===== src/rtl/trdb_itype_sequencer_if.sv =====
// Core-retire and emitter-side signal bundle for the itype sequencer.
// slave = sequencer, master = core/emitter side.
interface trdb_itype_sequencer_if #(
  parameter int XLEN  = 32,
  parameter int CNT_W = 16
);
  logic             trace_enable_i;
  logic             inst_valid_i;
  logic             inst_ready_o;
  logic [XLEN-1:0]  inst_data_i;
  logic [XLEN-1:0]  iaddr_i;
  logic             compressed_i;
  logic             exception_i;
  logic [XLEN-1:0]  tc_iaddr_o;
  logic             tc_compressed_o;
  logic [XLEN-1:0]  nc_inst_data_o;
  logic [XLEN-1:0]  nc_iaddr_o;
  logic             nc_exception_o;
  logic             pair_valid_o;
  logic             nc_valid_o;
  logic             last_o;
  logic             first_o;
  logic             pair_ready_i;
  logic [CNT_W-1:0] irCount_o;

  modport slave (
    input  trace_enable_i, inst_valid_i, inst_data_i, iaddr_i, compressed_i,
           exception_i, pair_ready_i,
    output inst_ready_o, tc_iaddr_o, tc_compressed_o, nc_inst_data_o,
           nc_iaddr_o, nc_exception_o, pair_valid_o, nc_valid_o, last_o,
           first_o, irCount_o
  );

  modport master (
    output trace_enable_i, inst_valid_i, inst_data_i, iaddr_i, compressed_i,
           exception_i, pair_ready_i,
    input  inst_ready_o, tc_iaddr_o, tc_compressed_o, nc_inst_data_o,
           nc_iaddr_o, nc_exception_o, pair_valid_o, nc_valid_o, last_o,
           first_o, irCount_o
  );
endinterface


===== src/rtl/trdb_itype_sequencer.sv =====
// Shifts retired instructions into the tc/nc stage pair; stage outputs are registered (1-cycle).
// In RUN the core is accepted only as the emitter consumes the held pair; IDLE/DRAIN refuse input.
module trdb_itype_sequencer #(
  parameter int XLEN  = 32,
  parameter int CNT_W = 16
) (
  input  logic                  clk_i,
  input  logic                  rst_ni,
  trdb_itype_sequencer_if.slave bus
);

  typedef enum logic [1:0] {IDLE, FILL, RUN, DRAIN} state_e;

  state_e           state_q, state_d;
  logic [XLEN-1:0]  tc_iaddr_q, tc_iaddr_d;
  logic             tc_c_q, tc_c_d;
  logic [XLEN-1:0]  nc_data_q, nc_data_d;
  logic [XLEN-1:0]  nc_iaddr_q, nc_iaddr_d;
  logic             nc_c_q, nc_c_d;
  logic             nc_exc_q, nc_exc_d;
  logic             tc_valid_q, tc_valid_d;
  logic             nc_valid_q, nc_valid_d;
  logic             first_q, first_d;
  logic             last_q, last_d;
  logic [CNT_W-1:0] cnt_q, cnt_d;

  logic inst_ready;
  logic fire;
  logic do_shift;
  logic do_clear;

  always_comb begin
    inst_ready = 1'b0;
    unique case (state_q)
      FILL:    inst_ready = bus.trace_enable_i;
      RUN:     inst_ready = bus.trace_enable_i & bus.pair_ready_i;
      default: inst_ready = 1'b0;
    endcase
  end

  assign fire = bus.inst_valid_i & inst_ready;

  always_comb begin
    state_d    = state_q;
    tc_iaddr_d = tc_iaddr_q;
    tc_c_d     = tc_c_q;
    nc_data_d  = nc_data_q;
    nc_iaddr_d = nc_iaddr_q;
    nc_c_d     = nc_c_q;
    nc_exc_d   = nc_exc_q;
    tc_valid_d = tc_valid_q;
    nc_valid_d = nc_valid_q;
    first_d    = first_q;
    last_d     = last_q;
    cnt_d      = cnt_q;
    do_shift   = 1'b0;
    do_clear   = 1'b0;

    unique case (state_q)
      IDLE: begin
        if (bus.trace_enable_i) begin
          state_d = FILL;
          cnt_d   = '0;
        end
      end
      FILL: begin
        if (fire) begin
          if (nc_valid_q) begin
            state_d = RUN;
            first_d = 1'b1;
          end
        end else if (!bus.trace_enable_i) begin
          if (nc_valid_q) do_shift = 1'b1;
          else            state_d  = IDLE;
        end
      end
      RUN: begin
        if (fire) begin
          first_d = 1'b0;
        end else if (!bus.trace_enable_i && (!tc_valid_q || bus.pair_ready_i)) begin
          do_shift = 1'b1;
        end else if (bus.pair_ready_i && tc_valid_q) begin
          tc_valid_d = 1'b0;
          first_d    = 1'b0;
        end
      end
      DRAIN: begin
        if (bus.pair_ready_i) do_clear = 1'b1;
      end
      default: state_d = IDLE;
    endcase

    if (fire) begin
      tc_iaddr_d = nc_iaddr_q;
      tc_c_d     = nc_c_q;
      tc_valid_d = nc_valid_q;
      nc_data_d  = bus.inst_data_i;
      nc_iaddr_d = bus.iaddr_i;
      nc_c_d     = bus.compressed_i;
      nc_exc_d   = bus.exception_i;
      nc_valid_d = 1'b1;
      if (cnt_q != {CNT_W{1'b1}}) cnt_d = cnt_q + 1'b1;
    end

    // Final pair: the held nc becomes tc with no successor, so the detector sees last.
    if (do_shift) begin
      tc_iaddr_d = nc_iaddr_q;
      tc_c_d     = nc_c_q;
      tc_valid_d = 1'b1;
      nc_valid_d = 1'b0;
      last_d     = 1'b1;
      first_d    = 1'b0;
      state_d    = DRAIN;
    end

    if (do_clear) begin
      tc_iaddr_d = '0;
      tc_c_d     = 1'b0;
      nc_data_d  = '0;
      nc_iaddr_d = '0;
      nc_c_d     = 1'b0;
      nc_exc_d   = 1'b0;
      tc_valid_d = 1'b0;
      nc_valid_d = 1'b0;
      first_d    = 1'b0;
      last_d     = 1'b0;
      state_d    = IDLE;
    end
  end

  always_ff @(posedge clk_i or negedge rst_ni) begin
    if (!rst_ni) begin
      state_q    <= IDLE;
      tc_iaddr_q <= '0;
      tc_c_q     <= 1'b0;
      nc_data_q  <= '0;
      nc_iaddr_q <= '0;
      nc_c_q     <= 1'b0;
      nc_exc_q   <= 1'b0;
      tc_valid_q <= 1'b0;
      nc_valid_q <= 1'b0;
      first_q    <= 1'b0;
      last_q     <= 1'b0;
      cnt_q      <= '0;
    end else begin
      state_q    <= state_d;
      tc_iaddr_q <= tc_iaddr_d;
      tc_c_q     <= tc_c_d;
      nc_data_q  <= nc_data_d;
      nc_iaddr_q <= nc_iaddr_d;
      nc_c_q     <= nc_c_d;
      nc_exc_q   <= nc_exc_d;
      tc_valid_q <= tc_valid_d;
      nc_valid_q <= nc_valid_d;
      first_q    <= first_d;
      last_q     <= last_d;
      cnt_q      <= cnt_d;
    end
  end

  assign bus.inst_ready_o    = inst_ready;
  assign bus.tc_iaddr_o      = tc_iaddr_q;
  assign bus.tc_compressed_o = tc_c_q;
  assign bus.nc_inst_data_o  = nc_data_q;
  assign bus.nc_iaddr_o      = nc_iaddr_q;
  assign bus.nc_exception_o  = nc_exc_q;
  assign bus.pair_valid_o    = tc_valid_q;
  assign bus.nc_valid_o      = nc_valid_q;
  assign bus.last_o          = last_q;
  assign bus.first_o         = first_q;
  assign bus.irCount_o       = cnt_q;

endmodule


===== src/flat_wrapper.sv =====
// flat-port wrapper written by rule: the top's interface ports become plain ports
module trdb_itype_sequencer_flat 
#(
  parameter int XLEN  = 32,
  parameter int CNT_W = 16
)
  (clk_i, rst_ni, bus_trace_enable_i, bus_inst_valid_i, bus_inst_data_i, bus_iaddr_i, bus_compressed_i, bus_exception_i, bus_pair_ready_i, bus_inst_ready_o, bus_tc_iaddr_o, bus_tc_compressed_o, bus_nc_inst_data_o, bus_nc_iaddr_o, bus_nc_exception_o, bus_pair_valid_o, bus_nc_valid_o, bus_last_o, bus_first_o, bus_irCount_o);
  trdb_itype_sequencer_if #(.XLEN(XLEN), .CNT_W(CNT_W)) bus_i ();
  input  logic clk_i;
  input  logic rst_ni;
  input wire logic [$bits(bus_i.trace_enable_i)-1:0] bus_trace_enable_i;
  input wire logic [$bits(bus_i.inst_valid_i)-1:0] bus_inst_valid_i;
  input wire logic [$bits(bus_i.inst_data_i)-1:0] bus_inst_data_i;
  input wire logic [$bits(bus_i.iaddr_i)-1:0] bus_iaddr_i;
  input wire logic [$bits(bus_i.compressed_i)-1:0] bus_compressed_i;
  input wire logic [$bits(bus_i.exception_i)-1:0] bus_exception_i;
  input wire logic [$bits(bus_i.pair_ready_i)-1:0] bus_pair_ready_i;
  output wire logic [$bits(bus_i.inst_ready_o)-1:0] bus_inst_ready_o;
  output wire logic [$bits(bus_i.tc_iaddr_o)-1:0] bus_tc_iaddr_o;
  output wire logic [$bits(bus_i.tc_compressed_o)-1:0] bus_tc_compressed_o;
  output wire logic [$bits(bus_i.nc_inst_data_o)-1:0] bus_nc_inst_data_o;
  output wire logic [$bits(bus_i.nc_iaddr_o)-1:0] bus_nc_iaddr_o;
  output wire logic [$bits(bus_i.nc_exception_o)-1:0] bus_nc_exception_o;
  output wire logic [$bits(bus_i.pair_valid_o)-1:0] bus_pair_valid_o;
  output wire logic [$bits(bus_i.nc_valid_o)-1:0] bus_nc_valid_o;
  output wire logic [$bits(bus_i.last_o)-1:0] bus_last_o;
  output wire logic [$bits(bus_i.first_o)-1:0] bus_first_o;
  output wire logic [$bits(bus_i.irCount_o)-1:0] bus_irCount_o;
  assign bus_i.trace_enable_i = bus_trace_enable_i;
  assign bus_i.inst_valid_i = bus_inst_valid_i;
  assign bus_i.inst_data_i = bus_inst_data_i;
  assign bus_i.iaddr_i = bus_iaddr_i;
  assign bus_i.compressed_i = bus_compressed_i;
  assign bus_i.exception_i = bus_exception_i;
  assign bus_i.pair_ready_i = bus_pair_ready_i;
  assign bus_inst_ready_o = bus_i.inst_ready_o;
  assign bus_tc_iaddr_o = bus_i.tc_iaddr_o;
  assign bus_tc_compressed_o = bus_i.tc_compressed_o;
  assign bus_nc_inst_data_o = bus_i.nc_inst_data_o;
  assign bus_nc_iaddr_o = bus_i.nc_iaddr_o;
  assign bus_nc_exception_o = bus_i.nc_exception_o;
  assign bus_pair_valid_o = bus_i.pair_valid_o;
  assign bus_nc_valid_o = bus_i.nc_valid_o;
  assign bus_last_o = bus_i.last_o;
  assign bus_first_o = bus_i.first_o;
  assign bus_irCount_o = bus_i.irCount_o;
  trdb_itype_sequencer #(.XLEN(XLEN), .CNT_W(CNT_W)) u_core (.clk_i(clk_i), .rst_ni(rst_ni), .bus(bus_i));
endmodule

===== config.mk =====
export PLATFORM = sky130hd
export DESIGN_NAME = trdb_itype_sequencer_flat
export DESIGN_NICKNAME = d
export VERILOG_FILES = /design/src/rtl/trdb_itype_sequencer_if.sv /design/src/rtl/trdb_itype_sequencer.sv /design/src/flat_wrapper.sv
export SDC_FILE = /design/constraint.sdc
export NUM_CORES = 1
export LEC_CHECK = 0
export BUFFER_PORTS_ARGS = -buffer_cell sky130_fd_sc_hd__clkbuf_2
export CAP_MARGIN = 20
export CORE_MARGIN = 2
export CORE_UTILIZATION = 44
export CTS_CLUSTER_SIZE = 40
export DETAILED_ROUTE_END_ITERATION = 12
export GPL_ROUTABILITY_DRIVEN = 0
export PLACE_DENSITY = 0.83
export SYNTH_ARGS = -nofsm -noshare
export SYNTH_HDL_FRONTEND = slang
export SYNTH_SLANG_ARGS = --single-unit

===== constraint.sdc =====
create_clock -name clk_i -period 2.1 [get_ports clk_i]
set_input_delay 0.105 -clock clk_i [delete_from_list [all_inputs] [get_ports clk_i]]
set_output_delay 0.105 -clock clk_i [all_outputs]
set_load 0.01 [all_outputs]

# Yosys cells after proc, flatten, opt, wreduce, memory -nomap -nowiden

Cells that the tools add are included.

Input port bits: 71
Register bits after elaboration: 121
Word-level logic and storage cells: 96
Output and inout bits: 119

Mux-type cells: 52
Equal/unequal tests: 13
Bitwise logic cells: 2
Add/subtract/negate cells: 1
Reductions and logical operators: 16

Operators by type and width:

| kind                    | number |
|---|---|
| $mux W32                | 7 |
| $mux W16                | 4 |
| $mux W1                 | 30 |
| $add A16 B1 Y16 const B | 1 |
| $ne A16 B16 Y1 const B  | 1 |
| $reduce_bool A4 Y1      | 4 |
| $mux W2                 | 7 |
| $ne A4 B1 Y1 const B    | 3 |
| $ne A5 B2 Y1 const B    | 2 |
| $reduce_and A5 Y1       | 2 |
| $pmux W1 S2             | 3 |
| $ne A5 B1 Y1 const B    | 1 |
| $ne A5 B4 Y1 const B    | 1 |
| $ne A5 B5 Y1 const B    | 1 |
| $eq A2 B2 Y1 const B    | 2 |
| $ne A4 B2 Y1 const B    | 1 |
| $pmux W2 S2             | 1 |
| $reduce_bool A2 Y1      | 2 |
| $reduce_and A3 Y1       | 1 |
| $reduce_bool A3 Y1      | 1 |
| $and A1 B1 Y1           | 2 |
| $eq A2 B1 Y1 const B    | 1 |
| $logic_and A1 B1 Y1     | 2 |
| $logic_not A1 Y1        | 2 |
| other kinds (2)         | 2 |

# Depth between registers and ports, before layout

Gate-level depths: netlist of run 1.

Word-level depth: 8
Depth in mapped cells: 9
Mapped depth without buffers: 8

# Worst setup path after synthesis of run 1

OpenSTA, ideal clock, no wires.

Path kind: register to register
Start point: register u_core.state_q[0]
End point: register u_core.state_q[0]
Arrival time: 1898 ps
Buffers on the path: 1
Path slack: 81 ps
Library setup time: 122 ps
Data required time: 1978 ps
Period minus slack after synthesis: 2019 ps
Cell stages (with the launch flop): 10
Path through: dfrtp_1 > inv_1 > ha_1 > nand3_1 > or2_1 > buf_2 > nand3_1 > o21a_1 > o311ai_1 > a32o_1

Cells in the longest elaborated chain, start to end: 7
Elaborated cells on any way between the ends: 20
Those cells by class: eq/ne (7); mux (9); bitwise (1); reduce/logical (3)

RTL lines:

| item                                                          | line                                                   | source |
|---|---|---|
| from (decl)                                                   | trdb_itype_sequencer.sv:14                             | `state_e state_q, state_d;` |
| from (signal assigned)                                        | trdb_itype_sequencer.sv:146                            | `state_q <= state_d;` |
| $eq A2 B2 Y1 or $eq A2 B1 Y1 (tied branches)                  | trdb_itype_sequencer.sv:34, trdb_itype_sequencer.sv:59 |  |
| $pmux W1 S2                                                   | trdb_itype_sequencer.sv:34                             | `unique case (state_q)` |
| $and A1 B1 Y1                                                 | trdb_itype_sequencer.sv:41                             | `assign fire = bus.inst_valid_i & inst_ready;` |
| $mux W1, or another cell as far along                         | trdb_itype_sequencer.sv:78                             | `if (fire) begin` |
| $pmux W1 S2 or $pmux W2 S2 (tied branches)                    | trdb_itype_sequencer.sv:59                             | `unique case (state_q)` |
| $ne A5 B4 Y1 (no source line), or another cell as far along   | -                                                      |  |
| $reduce_and A5 Y1 (no source line) or $mux W2 (tied branches) | -                                                      |  |

Several ways; a longest one is shown, not always the timed one.
A chain may end at the register's enable or synchronous reset.

# Final worst setup path of run 1

Start point: register u_core.state_q[1]
End point: register u_core.tc_iaddr_q[16], in the netlist u_core.bus.tc_iaddr_o[16]

Cells in the longest elaborated chain, start to end: 7
Elaborated cells on any way between the ends: 12
Those cells by class: eq/ne (3); mux (7); bitwise (1); reduce/logical (1)

RTL lines:

| item                                         | line                                                   | source |
|---|---|---|
| $eq A2 B2 Y1 or $eq A2 B1 Y1 (tied branches) | trdb_itype_sequencer.sv:34, trdb_itype_sequencer.sv:59 |  |
| $pmux W1 S2                                  | trdb_itype_sequencer.sv:34                             |  |
| $and A1 B1 Y1                                | trdb_itype_sequencer.sv:41                             |  |
| $mux W1, on equally long branches            | trdb_itype_sequencer.sv:78, trdb_itype_sequencer.sv:67 |  |
| $pmux W1 S2                                  | trdb_itype_sequencer.sv:59                             |  |
| $mux W32                                     | trdb_itype_sequencer.sv:106                            | `if (do_shift) begin` |
| $mux W32                                     | trdb_itype_sequencer.sv:116                            | `if (do_clear) begin` |
| to (signal assigned)                         | trdb_itype_sequencer.sv:147                            | `tc_iaddr_q <= tc_iaddr_d;` |
| to (decl)                                    | trdb_itype_sequencer.sv:15                             | `logic [XLEN-1:0] tc_iaddr_q, tc_iaddr_d;` |

Several ways; a longest one is shown, not always the timed one.

==> impl_metrics.csv, run 1 <==
group,metric,value,unit
synth,synth.most_common_cell,"nand2_1",
synth,yosys_warnings,0,
detailed_routing,wl,16.1,mm
clocking,cts_root_buf,"clkbuf_16",
finish,num_antenna_cells,0,
clocking,htree_levels,4,
synth,synthTopCellsByCount,"nand2_1, dfrtp_1, a21oi_1",
sta,period_needed,2.07,ns
die,die_area,12500,um2
grt,antenna_found_initial,0,
synth,ys_types,44,
sta,setup_slack,0.0327,ns
setup_path,crit_chain,"inv_2 > ha_1 > nand3_1 > buf_4 > nor2_4 > buf_4 > nor2_4 > nor2_4 > buf_12 > clkbuf_16 > a22o_1",
sta,final_hold_viol_count,0,
sta,clock_skew,0.0110,ns
grt,grt_usage,0.250,
detailed_routing,post_drt_wl_per_cell,17.0,um
setup_path,worstRegToRegCells,11,
power_and_ir_drop,seqPwrFrac,0.350,
detailed_routing,drc,0,
finish,final_layout_size_suffix_gt1_frac,0.347,
sta,worst_pin_slew,0.508,ns
die,initial_core_util,0.448,
grt,grt_pass1_wl,25.0,mm
die,io_pins,190,
placed_design,dpl.hpwl,9.67,mm
sta,holdWs,0.0960,ns
placed_design,post-place-ws,-0.00357,ns
power_and_ir_drop,p_sw,3.83,mW
setup_path,crit_start,"u_core.state_q[1]",
synth,ys_ff_latch,121,
clocking,clkTransAtPathRegs,0.06,ns
sta,max_slew_margin,0.659,
synth,synth-seq-area-share,0.594,
synth,postSynthCellCount,517,
synth,synth_top_area_frac,0.594,
power_and_ir_drop,p_clk_frac,0.286,
detailed_routing,ant_nets,0,
synth,synth_nets,594,
finish,layoutNonFillerInstCount,948,
detailed_routing,num_vias,5180,
die,die_h,112,um
detailed_routing,viasPerCell,5.46,
setup_path,cp.required,2.40,ns
worst_hold_path,holdCritPathClass,"in2async",
setup_path,crit_fanout,16,
clocking,clk_latency,0.41,ns
detailed_routing,drt-initial-drc-count,519,
die,dieWidth,112,um
power_and_ir_drop,p_total,11.0,mW
setup_path,start_kind,"flop",
power_and_ir_drop,ir_drop,0.938,mV
clocking,cts_made_buffers,17,
power_and_ir_drop,switching_share,0.349,
clocking,clock_sinks,121,
synth,ys_dominant_reg_cell,"dfrtp_1",
clocking,cts.path.max_buffers,2,
job,cap_violations,0,
synth,synth_area,5100,um2
finish,nets,869,
detailed_routing,drtPass1Iterations,5,
sta,finalSetupViolCount,0,
sta,max_freq,484,MHz
finish,syn_to_final_growth,53.2,%
power_and_ir_drop,leakagePower,3.90,nW
placed_design,dp_cells,837,
synth,synth.area.top_cells,"dfrtp_1, nand2_1, a21oi_1, a22o_1, buf_2",
setup_path,reg2reg_from,"u_core.state_q[1]",
setup_path,ff2ff_setup_slack,0.03,ns
die,coreArea,11400,um2
grt,overflow,0,
sta,period_share,0.984,
setup_path,r2r-end,"u_core.bus.tc_iaddr_o[16]",
power_and_ir_drop,power_frac_comb,0.364,
die,rows,39,
setup_path,critPathArrivalTime,2.37,ns
clocking,cts_tree,"built",
grt,grt_max_degree,53,
setup_path,crit_path_end_kind,"flop",
synth,synth_top_cell_by_area,"dfrtp_1",
placed_design,portBuffers,189,
setup_path,slowest_stage,"dfrtp_1",
setup_path,cp_common_cell,"nor2_4",
synth,ys_async_sr_fraction,1.00,
grt,grt_pass1_vias,5103,
power_and_ir_drop,intPower,7.13,mW
power_and_ir_drop,powerDensity,1400,nW/um2
synth,syn_avg_cell_area,9.86,um2
sta,final-max-slew-violation-count,0,
synth,synth_edf_count,0,
status,status,"finished clean",
setup_path,path_class,"reg2reg",
setup_path,crit_path_max_incr_delay,0.39,ns
finish,num-fill-cells,801,
[metal layers]
metal  vias up  GRT usage  wire length [um]
li1       2337          -                 -
met1      2503      0.293              6130
met2       296      0.428              8310
met3        44     0.0686              1170
met4         0      0.115               490
met5         -          0                 0
[per-stage QoR]
step	utilization	area [um2]	TNS [ns]
floorplan	-	5100	0
global placement	0.553	6280	0
detailed placement	0.553	6280	-0.00357
CTS	0.668	7590	0
global route	0.687	7810	-0.264
finish	0.687	7810	0
[logic make-up (layout without fill, tap and decap cells)]
family                     after synthesis  after routing  share of synthesized area
and+or+nand+nor                        200            200                      0.164
DFF                                    121            121                      0.594
muxes                                    1              1                    0.00196
adders and majority gates                6              6                     0.0147
AOI/OAI and AO/OA                      147            147                      0.186
buffers and inverters                   40            328                     0.0356
xor gates and xnor gates                 2              2                    0.00344
[sequential cells by signal, summed over array words and instances (netlist names)]
name	flops
u_core.bus.nc_iaddr_o	32
u_core.bus.last_o	1
u_core.bus.nc_valid_o	1
u_core.state_q	2
u_core.bus.nc_exception_o	1
u_core.bus.tc_compressed_o	1
u_core.nc_c_q	1
u_core.bus.first_o	1
u_core.bus.pair_valid_o	1
u_core.bus.tc_iaddr_o	32
u_core.bus.nc_inst_data_o	32
u_core.bus.irCount_o	16
[worst max path at each step]
stage                                 to  slack [ns]  cells past startpoint
4_1_cts                u_core.state_q[0]        0.03                      8
5_1_grt          u_core.bus.irCount_o[2]       -0.08                      8
3_5_place_dp     u_core.bus.irCount_o[6]      -0.004                      8
3_3_place_gp     u_core.bus.irCount_o[6]        0.17                      8
2_1_floorplan          u_core.state_q[0]        0.08                      9
6_report       u_core.bus.tc_iaddr_o[16]        0.03                     11
[final cells by class]
type / count / area [um2] / area share
inverter: 6 / 22.5 / 0.00288
tap: 143 / 179 / 0.0229
multi-input combinational: 356 / 1960 / 0.251
sequential: 121 / 3030 / 0.388
clock buffer: 18 / 429 / 0.0550
clock inverter: 14 / 204 / 0.0261
timing repair buffer: 290 / 1990 / 0.255
[cells in the final DEF (no fill, tap or decap), types with 9 or more instances in the layout]
cell,synthesis,layout
dfrtp_1,121,119
clkbuf_16,0,20
nor2_1,17,14
buf_4,1,26
clkbuf_2,0,188
nand2_1,148,148
o21ai_0,9,9
dlygate4sd3_1,0,67
a21oi_1,76,74
nand3_1,15,15
a22o_1,33,33
[timing repair]
action                     CTS  global route
setup endpoints to repair    1            74
setup buffers                0             9
pin swaps                    0             4
resized for setup            1            19
hold endpoints to repair   187             0
cloned                       0             3
hold buffers                67             0
[critical path: cells and delay by family, from the launching register on]
family | cells | cell delay [ns]
flip-flops | 1 | 0.39
AO/OA/AOI/OAI | 1 | 0.18
buffers and inverters | 5 | 0.70
adder cells (fa/ha/maj) | 1 | 0.31
AND/OR/NAND/NOR | 4 | 0.36
[power groups by stage]
| stage | combinational (mW) | sequential (mW) | clock (mW) |
|---|---|---|---|
| 2_1_floorplan | 1.62 | 4.13 | 0 |
| 3_3_place_gp | 3.38 | 3.78 | 0 |
| 3_5_place_dp | 3.52 | 3.83 | 0 |
| 4_1_cts | 3.64 | 3.80 | 3.16 |
| 5_1_grt | 4.32 | 3.93 | 3.29 |
| 6_report | 3.99 | 3.83 | 3.13 |
(Power assumes the default switching activity.)
==> run 2, diff against run 1 <==
BUFFER_PORTS_ARGS = not set   (was -buffer_cell sky130_fd_sc_hd__clkbuf_2)
CAP_MARGIN = not set   (was 20)
CORE_UTILIZATION = 57   (was 44)
DONT_BUFFER_PORTS = 1   (was not set)
==> run 2 against run 1 <==
  * The run now ends with negative hold slack left
  * Setup slack better by 0.020 ns
  * Worst hold slack worse by 0.79 ns
  * Cell area fell by 14%
  * Non-clock buffer count is 189 lower
  * Critical path type unchanged
  * Largest cell class unchanged
  * Largest power group is now registers
==> impl_metrics.csv, run 2 (synthesized netlist as in run 1, its figures left out) <==
group,metric,value,unit
finish,syn_to_final_growth,31.8,%
sta,period_share,0.975,
sta,clock_skew,0.00730,ns
sta,holdWs,-0.697,ns
setup_path,crit_path_end_kind,"flop",
detailed_routing,drc,0,
detailed_routing,ant_nets,0,
grt,grt_usage,0.287,
power_and_ir_drop,ir_drop,0.829,mV
setup_path,path_class,"reg2reg",
finish,final_area,6720,um2
power_and_ir_drop,powerDensity,1460,nW/um2
die,dieWidth,98.6,um
die,io_pins,190,
clocking,cts_root_buf,"clkbuf_8",
detailed_routing,viasPerCell,6.04,
setup_path,cp.required,2.48,ns
job,cap_violations,0,
finish,final_layout_size_suffix_gt1_frac,0.133,
finish,num_antenna_cells,0,
detailed_routing,post_drt_wl_per_cell,19.5,um
sta,final_hold_viol_count,122,
placed_design,portBuffers,0,
setup_path,critPathArrivalTime,2.42,ns
sta,max_slew_margin,0.717,
worst_hold_path,holdCritPathClass,"in2async",
detailed_routing,top_layer_used,"met4",
die,coreArea,8680,um2
grt,grt_pass1_wl,22.4,mm
clocking,cts_tree,"built",
clocking,cts.path.max_buffers,2,
sta,finalSetupViolCount,0,
die,initial_core_util,0.587,
finish,mostFrequentLayoutCells,"nand2_1, dfrtp_1, a21oi_1",
setup_path,ff2ff_setup_slack,0.05,ns
detailed_routing,m1WireLength,5.21,mm
setup_path,reg2reg_from,"u_core.state_q[0]",
sta,final-max-slew-violation-count,0,
clocking,cts_made_buffers,17,
setup_path,cp_common_cell,"buf_4",
setup_path,crit_start,"u_core.state_q[0]",
setup_path,critPathTopFamily,"compound AO/OA/AOI/OAI gates",
grt,grt_max_degree,122,
sta,period_needed,2.05,ns
status,status,"finished with violations",
finish,final_common_cell,"nand2_1",
sta,worst_pin_slew,0.419,ns
setup_path,start_kind,"flop",
detailed_routing,drt-initial-drc-count,241,
placed_design,post-place-ws,0.00414,ns
detailed_routing,drtPass1Iterations,6,
grt,grt_pass1_vias,4526,
status,violations,"negative hold slack",
placed_design,placed_area,5330,um2
detailed_routing,wl_met3,1.14,mm
grt,overflow,0,
detailed_routing,num_vias,4371,
clocking,clkTransAtPathRegs,0.06,ns
clocking,holdBufCountCts,69,
die,die_area,9720,um2
clocking,clk_latency,0.50,ns
setup_path,crit_chain,"buf_4 > ha_1 > a21oi_2 > buf_4 > nor2_4 > buf_12 > nand3b_1 > o21a_1 > o311ai_1 > a32o_1",
placed_design,dpl.hpwl,8.32,mm
grt,antenna_found_initial,0,
clocking,clock_sinks,121,
detailed_routing,wl,14.1,mm
sta,max_freq,489,MHz
sta,setup_slack,0.0530,ns
sta,fin_tns_setup,0,ns
setup_path,crit_fanout,11,
die,rows,34,
power_and_ir_drop,p_total,9.79,mW
die,die_h,98.6,um
power_and_ir_drop,leakagePower,3.05,nW
clocking,htree_levels,4,
finish,nets,680,
setup_path,slowest_stage,"dfrtp_1",
setup_path,crit_path_max_incr_delay,0.38,ns
detailed_routing,wl_met2,7.57,mm
setup_path,path_buf_inv,3,
run 2: changes by cell type in the layout (fill, tap and decap cells not counted), sizes merged:
cell         previous run  this run
clkinvlp                2         4
dlygate4sd3            67        69
bufinv                  5         4
clkbuf                209        19
inv                     6         8
clkinv                  7         3
run 2: metrics by stage:
step | utilization | cells
floorplan | - | 517
global placement | 0.614 | 619
detailed placement | 0.614 | 619
CTS | 0.766 | 720
global route | 0.774 | 724
finish | 0.774 | 724
run 2: cell type report:
| cell class | count | area, um2 |
|---|---|---|
| fillers | 520 | 1960 |
| clock buffers | 19 | 432 |
| repair buffers | 101 | 976 |
| inverters | 6 | 22.5 |
| multi-input cells | 356 | 1930 |
| well taps | 108 | 135 |
| flip-flops and latches | 121 | 3030 |
| clock inverters | 13 | 194 |
run 2: power by group:
part           leakage (nW)  switching, mW  total [mW]  internal, mW
Clock                 0.291           1.09        3.06          1.97
Sequential             1.58           1.15        4.36          3.21
Combinational          1.18           1.26        2.37          1.11
run 2: worst register-to-register path, cell delays in order, from the launching register on:
cell and delay [ns]:
dfrtp_1 0.38, buf_4 0.15, ha_1 0.28, a21oi_2 0.18
buf_4 0.15, nor2_4 0.04, buf_12 0.14, nand3b_1 0.09
o21a_1 0.15, o311ai_1 0.14, a32o_1 0.24
run 2: final timing paths:
| path | cells past startpoint | to |
|---|---|---|
| worst max-delay path | 10 | u_core.state_q[0] |
| worst min-delay path | 0 | u_core.bus.tc_iaddr_o[10] |
| worst max register to register | 10 | u_core.state_q[0] |
| worst min register to register | 1 | u_core.bus.tc_compressed_o |
| max in group asynchronous | 0 | u_core.bus.nc_valid_o |
| min in group clk_i | 4 | u_core.state_q[1] |
run 2: layer usage:
layer | vias to the layer above | global-route usage
met3 | 23 | 0.0879
met1 | 2154 | 0.337
met4 | 0 | 0.103
met5 | - | 0
met2 | 236 | 0.500
li1 | 1958 | -
run 2: timing repair:
item	4_1_cts	5_1_grt
pin swaps	0	1
gates resized for setup	1	7
endpoints found under the hold margin	206	121
buffers inserted	0	4
setup endpoints to repair	2	101
==> run 3, diff against run 2 <==
CORE_UTILIZATION = 44   (was 57)
PLACE_DENSITY = 0.69   (was 0.83)
==> run 3 against run 2 <==
  * The flow still finishes with violations (negative hold slack)
  * Sequential cell count unchanged
  * Count of clock-buffer cells in the layout grew 4
  * Sequential share of layout area increased by 0.20 points
  * Clock skew shrank 0.0021 ns
  * Largest power group unchanged
==> impl_metrics.csv, run 3 (synthesized netlist as in run 1, its figures left out) <==
group,metric,value,unit
placed_design,dp_cells,658,
sta,final-max-slew-violation-count,0,
clocking,clkTransAtPathRegs,0.05,ns
finish,final_common_cell,"nand2_1",
placed_design,portBuffers,0,
finish,nets,682,
finish,syn_to_final_growth,31.3,%
clocking,cts.path.max_buffers,2,
finish,num_antenna_cells,0,
setup_path,cp.required,2.42,ns
power_and_ir_drop,ir_drop,0.904,mV
die,rows,39,
power_and_ir_drop,seqPwrFrac,0.463,
clocking,cts_made_buffers,17,
die,die_area,12500,um2
detailed_routing,ant_nets,0,
status,status,"finished with violations",
setup_path,worstRegToRegCells,8,
placed_design,placed_area,5400,um2
clocking,cts_tree,"built",
sta,setup_slack,0.0700,ns
placed_design,dpl.hpwl,8.64,mm
sta,period_needed,2.03,ns
setup_path,crit_fanout,10,
grt,overflow,0,
power_and_ir_drop,p_sw,3.36,mW
setup_path,path_class,"reg2reg",
power_and_ir_drop,powerDensity,1390,nW/um2
power_and_ir_drop,p_total,9.33,mW
setup_path,ff2ff_setup_slack,0.07,ns
power_and_ir_drop,switching_share,0.360,
setup_path,reg2reg_from,"u_core.state_q[0]",
die,coreArea,11400,um2
detailed_routing,drtPass1Iterations,5,
status,violations,"negative hold slack",
detailed_routing,wl,13.9,mm
worst_hold_path,holdCritPathClass,"in2async",
die,initial_core_util,0.448,
finish,final_layout_size_suffix_gt1_frac,0.129,
power_and_ir_drop,power_frac_comb,0.255,
setup_path,start_kind,"flop",
job,cap_violations,0,
placed_design,post-place-ws,-0.197,ns
sta,holdWs,-0.610,ns
power_and_ir_drop,intPower,5.97,mW
sta,max_freq,493,MHz
sta,max_slew_margin,0.708,
finish,final_area,6690,um2
sta,clock_skew,0.00523,ns
detailed_routing,viasPerCell,5.67,
sta,worst_pin_slew,0.432,ns
detailed_routing,num_vias,4315,
detailed_routing,post_drt_wl_per_cell,18.2,um
clocking,cts_root_buf,"clkbuf_16",
detailed_routing,drt-initial-drc-count,411,
die,io_pins,190,
detailed_routing,drc,0,
finish,mostFrequentLayoutCells,"nand2_1, dfrtp_1, a21oi_1",
setup_path,r2r-end,"u_core.state_q[1]",
setup_path,critPathArrivalTime,2.35,ns
grt,grt_pass1_vias,4369,
grt,grt_max_degree,122,
finish,layoutNonFillerInstCount,761,
power_and_ir_drop,leakagePower,3.03,nW
finish,final_util,0.589,
clocking,holdBufCountCts,69,
die,dieWidth,112,um
setup_path,crit_path_end_kind,"flop",
grt,grt_pass1_wl,22.4,mm
clocking,htree_levels,4,
finish,num-fill-cells,931,
sta,final_hold_viol_count,121,
sta,period_share,0.967,
power_and_ir_drop,p_clk_frac,0.281,
die,die_h,112,um
grt,grt_usage,0.227,
grt,antenna_found_initial,0,
sta,finalSetupViolCount,0,
clocking,clock_sinks,121,
sta,fin_tns_setup,0,ns
clocking,clk_latency,0.41,ns
run 3: final cells by class:
cell class / count / area (um2) / share of cell area
clock buffer: 23 / 458 / 0.0684
clock inverter: 9 / 75.1 / 0.0112
inverter: 6 / 22.5 / 0.00337
multi-input combinational: 356 / 1930 / 0.289
sequential: 121 / 3030 / 0.453
tap: 143 / 179 / 0.0267
timing repair buffer: 103 / 995 / 0.149
run 3: power groups by stage:
| stage | logic, mW | registers, mW | clock network, mW |
|---|---|---|---|
| 5_1_grt | 2.66 | 4.44 | 2.80 |
| 6_report | 2.38 | 4.32 | 2.63 |
| 2_1_floorplan | 1.62 | 4.13 | 0 |
| 3_3_place_gp | 2.04 | 4.33 | 0 |
| 4_1_cts | 2.29 | 4.33 | 2.68 |
| 3_5_place_dp | 2.16 | 4.36 | 0 |
run 3: worst max-delay path by stage:
stage,from,to,slack (ns),depth (start not counted)
finish,u_core.state_q[0],u_core.state_q[1],0.07,8
detailed placement,u_core.state_q[0],u_core.bus.irCount_o[2],-0.20,8
CTS,u_core.state_q[0],u_core.state_q[1],0.006,8
global placement,u_core.state_q[0],u_core.bus.irCount_o[2],-0.05,8
global route,u_core.state_q[0],u_core.state_q[1],-0.02,8
floorplan,u_core.state_q[0],u_core.state_q[0],0.08,9
run 3: per-layer routing:
| metal | vias up | track usage | routed length, um |
|---|---|---|---|
| li1 | 1960 | - | - |
| met1 | 2112 | 0.267 | 5340 |
| met2 | 211 | 0.379 | 7110 |
| met3 | 32 | 0.0773 | 1080 |
| met4 | 0 | 0.0979 | 335 |
| met5 | - | 0 | 0 |
run 3: what timing repair did:
item / in CTS / in global routing
endpoints found under the hold margin: 197 / 121
setup endpoints to repair: 44 / 90
pin swaps: 0 / 1
resized for setup: 3 / 7
buffers inserted: 0 / 2
run 3: worst max-delay path, cell delays in order (launching register included):
cell      delay, ns
dfrtp_2        0.40
inv_1          0.08
ha_1           0.27
a21oi_2        0.28
or2_4          0.26
nand3_1        0.09
o21a_1         0.19
o311ai_1       0.12
mux2i_1        0.26
